$ cat src/rtl/sd_cmd.sv
// SD card CMD-line engine: serialises a 48-bit command with CRC7, then either idles
// for NCC cycles or captures and CRC-checks the R1/R2/R3 response with a start-bit timeout.
module sd_cmd #(
  parameter int NCR_MAX = 64,
  parameter int NCC     = 8
) (
  input  logic        iclk,
  input  logic        irst,
  input  logic        istart,
  input  logic [5:0]  iindex,
  input  logic [31:0] iarg,
  input  logic        icmd,
  output logic        ocmd,
  output logic        ocmd_oe,
  output logic        ocmd_done,
  output logic [75:0] oresp,
  output logic        ocrc_err,
  output logic        otimeout
);

  localparam int CNT_TOP = (NCR_MAX > NCC) ? ((NCR_MAX > 47) ? NCR_MAX : 47)
                                           : ((NCC > 47) ? NCC : 47);
  localparam int CW = $clog2(CNT_TOP + 1);

  typedef enum logic [2:0] {IDLE, SEND, WAIT_RESP, RECV, GAP, DONE} state_t;
  typedef enum logic [1:0] {RT_NONE, RT_R1, RT_R2, RT_R3} rtype_t;

  state_t         state_reg;
  rtype_t         rtype_reg;
  rtype_t         cmd_rtype;
  logic [46:0]    tx_sr_reg;
  logic [CW-1:0]  cnt_reg;
  logic [7:0]     rx_cnt_reg;
  logic [82:0]    rx_sr_reg;
  logic [6:0]     crc_reg;
  logic [47:0]    tx_frame;
  logic [7:0]     rx_last;
  logic [7:0]     crc_lo;
  logic [7:0]     crc_hi;
  logic           rx_in_crc;

  function automatic logic [6:0] crc7_step(input logic [6:0] crc, input logic bit_in);
    logic fb;
    fb = crc[6] ^ bit_in;
    return {crc[5:0], 1'b0} ^ (fb ? 7'h09 : 7'h00);
  endfunction

  function automatic logic [6:0] crc7_40(input logic [39:0] d);
    logic [6:0] crc;
    crc = 7'h00;
    for (int i = 39; i >= 0; i--) crc = crc7_step(crc, d[i]);
    return crc;
  endfunction

  always_comb begin
    tx_frame = {2'b01, iindex, iarg, crc7_40({2'b01, iindex, iarg}), 1'b1};
    case (iindex)
      6'd15:        cmd_rtype = RT_NONE;
      6'd2, 6'd9:   cmd_rtype = RT_R2;
      6'd41:        cmd_rtype = RT_R3;
      default:      cmd_rtype = RT_R1;
    endcase
  end

  // rx_cnt counts frame bits from the start bit; the start bit itself never changes a zero CRC
  always_comb begin
    rx_last   = (rtype_reg == RT_R2) ? 8'd135 : 8'd47;
    crc_lo    = (rtype_reg == RT_R2) ? 8'd8   : 8'd1;
    crc_hi    = (rtype_reg == RT_R2) ? 8'd127 : 8'd39;
    rx_in_crc = (rx_cnt_reg >= crc_lo) && (rx_cnt_reg <= crc_hi);
  end

  always_ff @(posedge iclk or posedge irst) begin
    if (irst) begin
      state_reg  <= IDLE;
      rtype_reg  <= RT_NONE;
      tx_sr_reg  <= '0;
      cnt_reg    <= '0;
      rx_cnt_reg <= '0;
      rx_sr_reg  <= '0;
      crc_reg    <= '0;
      ocmd       <= 1'b1;
      ocmd_oe    <= 1'b0;
      ocmd_done  <= 1'b0;
      oresp      <= '0;
      ocrc_err   <= 1'b0;
      otimeout   <= 1'b0;
    end else begin
      case (state_reg)
        IDLE: begin
          if (istart) begin
            tx_sr_reg <= tx_frame[46:0];
            ocmd      <= tx_frame[47];
            ocmd_oe   <= 1'b1;
            rtype_reg <= cmd_rtype;
            cnt_reg   <= '0;
            oresp     <= '0;
            ocrc_err  <= 1'b0;
            otimeout  <= 1'b0;
            state_reg <= SEND;
          end
        end
        SEND: begin
          if (cnt_reg == CW'(47)) begin
            ocmd      <= 1'b1;
            ocmd_oe   <= 1'b0;
            cnt_reg   <= '0;
            state_reg <= (rtype_reg == RT_NONE) ? GAP : WAIT_RESP;
          end else begin
            ocmd      <= tx_sr_reg[46];
            tx_sr_reg <= {tx_sr_reg[45:0], 1'b0};
            cnt_reg   <= cnt_reg + 1'b1;
          end
        end
        // GAP spans the NCC idle cycles plus the release cycle after the end bit
        GAP: begin
          if (cnt_reg == CW'(NCC)) begin
            cnt_reg   <= '0;
            ocmd_done <= 1'b1;
            state_reg <= DONE;
          end else begin
            cnt_reg <= cnt_reg + 1'b1;
          end
        end
        WAIT_RESP: begin
          if (!icmd) begin
            rx_cnt_reg <= 8'd1;
            rx_sr_reg  <= '0;
            crc_reg    <= '0;
            cnt_reg    <= '0;
            state_reg  <= RECV;
          end else if (cnt_reg == CW'(NCR_MAX - 2)) begin
            cnt_reg   <= '0;
            otimeout  <= 1'b1;
            ocmd_done <= 1'b1;
            state_reg <= DONE;
          end else begin
            cnt_reg <= cnt_reg + 1'b1;
          end
        end
        RECV: begin
          rx_sr_reg  <= {rx_sr_reg[81:0], icmd};
          rx_cnt_reg <= rx_cnt_reg + 1'b1;
          if (rx_in_crc) crc_reg <= crc7_step(crc_reg, icmd);
          // icmd is the end bit here; rx_sr holds frame bits 83..1
          if (rx_cnt_reg == rx_last) begin
            rx_cnt_reg <= '0;
            oresp      <= rx_sr_reg[82:7];
            ocrc_err   <= (rtype_reg != RT_R3) && (crc_reg != rx_sr_reg[6:0]);
            ocmd_done  <= 1'b1;
            state_reg  <= DONE;
          end
        end
        DONE: begin
          ocmd_done <= 1'b0;
          state_reg <= IDLE;
        end
        default: state_reg <= IDLE;
      endcase
    end
  end

endmodule

$ cat config.mk
export PLATFORM = sky130hd
export DESIGN_NAME = sd_cmd
export DESIGN_NICKNAME = d
export VERILOG_FILES = /design/src/rtl/sd_cmd.sv
export SDC_FILE = /design/constraint.sdc
export NUM_CORES = 1
export LEC_CHECK = 0
export ABC_AREA = 1
export CORE_ASPECT_RATIO = 0.5
export CORE_UTILIZATION = 61
export DETAILED_ROUTE_END_ITERATION = 12
export MAX_ROUTING_LAYER = met4
export PLACE_DENSITY = 0.85
export REMOVE_ABC_BUFFERS = 1
export SYNTH_ARGS = -nofsm -noshare
export SYNTH_HDL_FRONTEND = slang
export SYNTH_SLANG_ARGS = --single-unit
$ cat constraint.sdc
create_clock -name iclk -period 20 [get_ports iclk]
set_input_delay 4 -clock iclk [delete_from_list [all_inputs] [get_ports iclk]]
set_output_delay 4 -clock iclk [all_outputs]
set_load 0.01 [all_outputs]
==> run summary <==
WL per Instance: 15.3 um
Internal: 1.13 mW
Share of post-route cells with drive strength above 1: 8.15%
Num CTS Buffers: 21
Period utilization: 31.4%
Clock root cell: clkbuf_16
Via count: 9385
Synth Warn #: 0
Post-synth EDFFs: 0
Outcome: finished clean
Static Leak: 6.33 nW
Setup-failing EPs final: 0
Reg area: 5960 um^2
Footprint of the multi-input gates: 4410 um^2
Cts repair resizes: 0
Hold buffers post-CTS: 0
Yosys top cell by area: dfrtp_1
Register area share after synthesis: 52.1%
Maximum vdd ir drop: 0.0874 mV
Vias in the first global route: 9028
Slew HR: 24.8%
Final Skew: 7.34 ps
Sw Ratio: 39.1%
Largest family of logic cells by synthesized area: simple AND/OR/NAND/NOR gates
Power Density: 138 nW/um^2
Fin Setup TNS: 0 ps
Clk pwr share: 23.8%
Hold crit path type: flop to flop
Final Hold Fails: 0
Starting density of the core: 64.0%
Antenna violations before repair: 0
H-tree Lvls: 1
Minimum clock period: 6280 ps
Final nets: 1471
Fill cells: 1240
Sink Count: 238
Max reg flops: 83
Synth async-reset ratio: 100%
Clk Latency, worst-skew pair: 510 ps
Post-CTS Setup Repair Bufs: 0
Worst Path Max Fanout: 7
Die area: 19300 um^2
Reg power frac: 37.7%
IO Pins: 123
CP Launch Type: input pin
Largest net degree at the start of global routing: 170
Psw: 728 uW
Post-Syn Instances: 1334
Mapped Area: 11400 um^2
DIE HEIGHT: 98.8 um
Simple-gate share of the synthesized area: 19.0%
CTS max path bufs: 3
Max_cap viols: 0
Req. time, crit path: 20390 ps
Seq cells post-synth: 238
Post-DR vias/cell: 5.62
Synth top area cells: dfrtp_1 52%, nand2_1 10%, inv_1 6.7%
CP endpoint kind: flop
Global-route wire length before repair: 43400 um
Area share of the largest cell type after synthesis: 51.9%
DRC Markers: 0
Mux cell area share after synthesis: 0%
Syn avg cell area: 8.57 um^2
Synth Area in Compound Gates: 16.6%
Detailed Routing Iterations Pass 1: 5
GR Overflow Total: 0
RSZ-0062 raised after global routing: false
Antenna diode count: 0
Total GRT Usage: 28.2%
Critical Path Slowest Stage Cell: clkdlybuf4s50_1
DPL Wire Length: 16500 um
Routability-driven placement congestion ratio: 0.902
Comb pwr share: 38.5%
Worst path max stage delay: 700 ps
Total Wirelength: 25500 um
Port bufs: 122
Initial DRC Count: 766
CP arrival: 6670 ps
Synth cell types: 41
Final ANT Viol Nets: 0
Most used cell, CP: nand2_1
Synth Flop Type: dfrtp_1
Worst-Margin Slew: 1130 ps
Layout area overhead: 18.1%
Xor/xnor share of the synthesized area: 1.88%
WS Path Type: input pin to flop
Synth Area in Adders: 0.985%
Fin. max-slew vios: 0
Core Area: 17900 um^2
Reg clk slew, reported paths: 70 ps
TritonCTS clock tree: built
Die X-Extent: 196 um
Min Hold Slack: 479 ps
Achievable Freq: 159 MHz
# rows: 34
[stage by stage]
| stage | total power [mW] | area [um^2] | utilization, % | setup WS (ps) | cells |
|---|---|---|---|---|---|
| floorplan | 1.22 | 11200 | - | 9470 | 1269 |
| global placement | 1.37 | 12800 | 71.4 | 13300 | 1631 |
| detailed placement | 1.41 | 12800 | 71.4 | 13220 | 1631 |
| CTS | 1.86 | 13500 | 75.6 | 13740 | 1669 |
| global route | 2.00 | 13500 | 75.6 | 13410 | 1669 |
| finish | 1.86 | 13500 | 75.6 | 13720 | 1669 |
[final cells by class]
cell class | count | share of cell area, %
timing repair buffer | 128 | 9.37
clock buffer | 29 | 4.41
multi-input combinational | 810 | 32.6
sequential | 238 | 44.1
tap | 234 | 2.17
inverter | 221 | 6.23
clock inverter | 9 | 1.12
[synthesized netlist by cell type, drive strengths merged, types with 2 or more instances]
master  count
nand2     358
dfrtp     237
inv       220
o22ai      84
o31ai      75
o21ai      65
nand3      60
clkbuf     54
o211ai     40
nor2       31
nor3       16
xor2       13
a21oi      12
nand3b     12
buf        11
ha          9
xnor2       9
nand4       7
a22oi       3
nor4        3
o32ai       3
o41ai       3
a31oi       2
[power by group through the flow]
stage | Combinational, mW | Sequential (mW) | Clock [mW]
finish | 0.716 | 0.702 | 0.443
global route | 0.813 | 0.716 | 0.467
CTS | 0.713 | 0.701 | 0.448
detailed placement | 0.703 | 0.707 | 0
global placement | 0.673 | 0.701 | 0
floorplan | 0.517 | 0.701 | 0
[path summary, 6_finish.rpt]
kind                                   start            end  slack [ps]  cells past startpoint
worst min-delay path                 ocmd_oe        ocmd_oe         480                      2
min in group asynchronous               irst      oresp[64]        4110                      2
max in group asynchronous               irst     cnt_reg[3]       14340                      3
worst max-delay path               iindex[3]   tx_sr_reg[4]       13720                     26
worst max register to register  state_reg[0]  tx_sr_reg[45]       16570                     11
worst min register to register       ocmd_oe        ocmd_oe         480                      2
[worst max-delay path: cells and delay by family]
kind                   cells  cell delay, ps
and+or+nand+nor           22            1770
buffers and inverters      4             920
[layout by cell type, fill, tap and decap left out, types with 2 or more instances in the layout]
| master | netlist | layout |
|---|---|---|
| nor4_1 | 3 | 3 |
| clkbuf_8 | 0 | 4 |
| o41ai_1 | 3 | 3 |
| o22ai_1 | 84 | 84 |
| a21oi_1 | 12 | 12 |
| clkbuf_16 | 0 | 21 |
| nor2_2 | 2 | 2 |
| xnor2_2 | 2 | 2 |
| clkinv_2 | 0 | 3 |
| inv_1 | 204 | 203 |
| nand3b_1 | 12 | 12 |
| a22oi_1 | 3 | 3 |
| nand2_4 | 4 | 5 |
| nor2_1 | 29 | 29 |
| xor2_1 | 12 | 12 |
| dfrtp_1 | 237 | 237 |
| a31oi_1 | 2 | 2 |
| ha_1 | 9 | 9 |
| nand4_1 | 6 | 6 |
| clkbuf_1 | 54 | 4 |
| nand3_1 | 56 | 56 |
| o211ai_1 | 40 | 40 |
| o32ai_1 | 3 | 3 |
| clkdlybuf4s50_1 | 0 | 122 |
| o21ai_1 | 4 | 4 |
| nand2_2 | 43 | 43 |
| nor3_1 | 16 | 15 |
| xnor2_1 | 7 | 7 |
| nand3_2 | 4 | 4 |
| inv_2 | 16 | 14 |
| nand2_1 | 311 | 310 |
| buf_4 | 3 | 6 |
| o31ai_1 | 75 | 75 |
| o21ai_0 | 61 | 61 |
| bufinv_16 | 0 | 4 |
| inv_4 | 0 | 2 |
[metal layers]
layer / wire (um) / vias to the layer above / global-route usage (%)
li1: - / 4581 / -
met1: 11700 / 4512 / 38.4
met2: 12100 / 245 / 45.7
met3: 1210 / 47 / 4.18
met4: 448 / 0 / 5.81
met5: 0 / - / -
[logic make-up (layout without fill, tap and decap cells)]
| group | count (synthesis) | count (layout) |
|---|---|---|
| AO/OA/AOI/OAI | 291 | 291 |
| buffers and inverters | 286 | 387 |
| AND/OR/NAND/NOR | 488 | 488 |
| flip-flops | 238 | 238 |
| XOR/XNOR | 22 | 22 |
| adder cells (fa/ha/maj) | 9 | 9 |
Power figures use the tool's default switching activity.
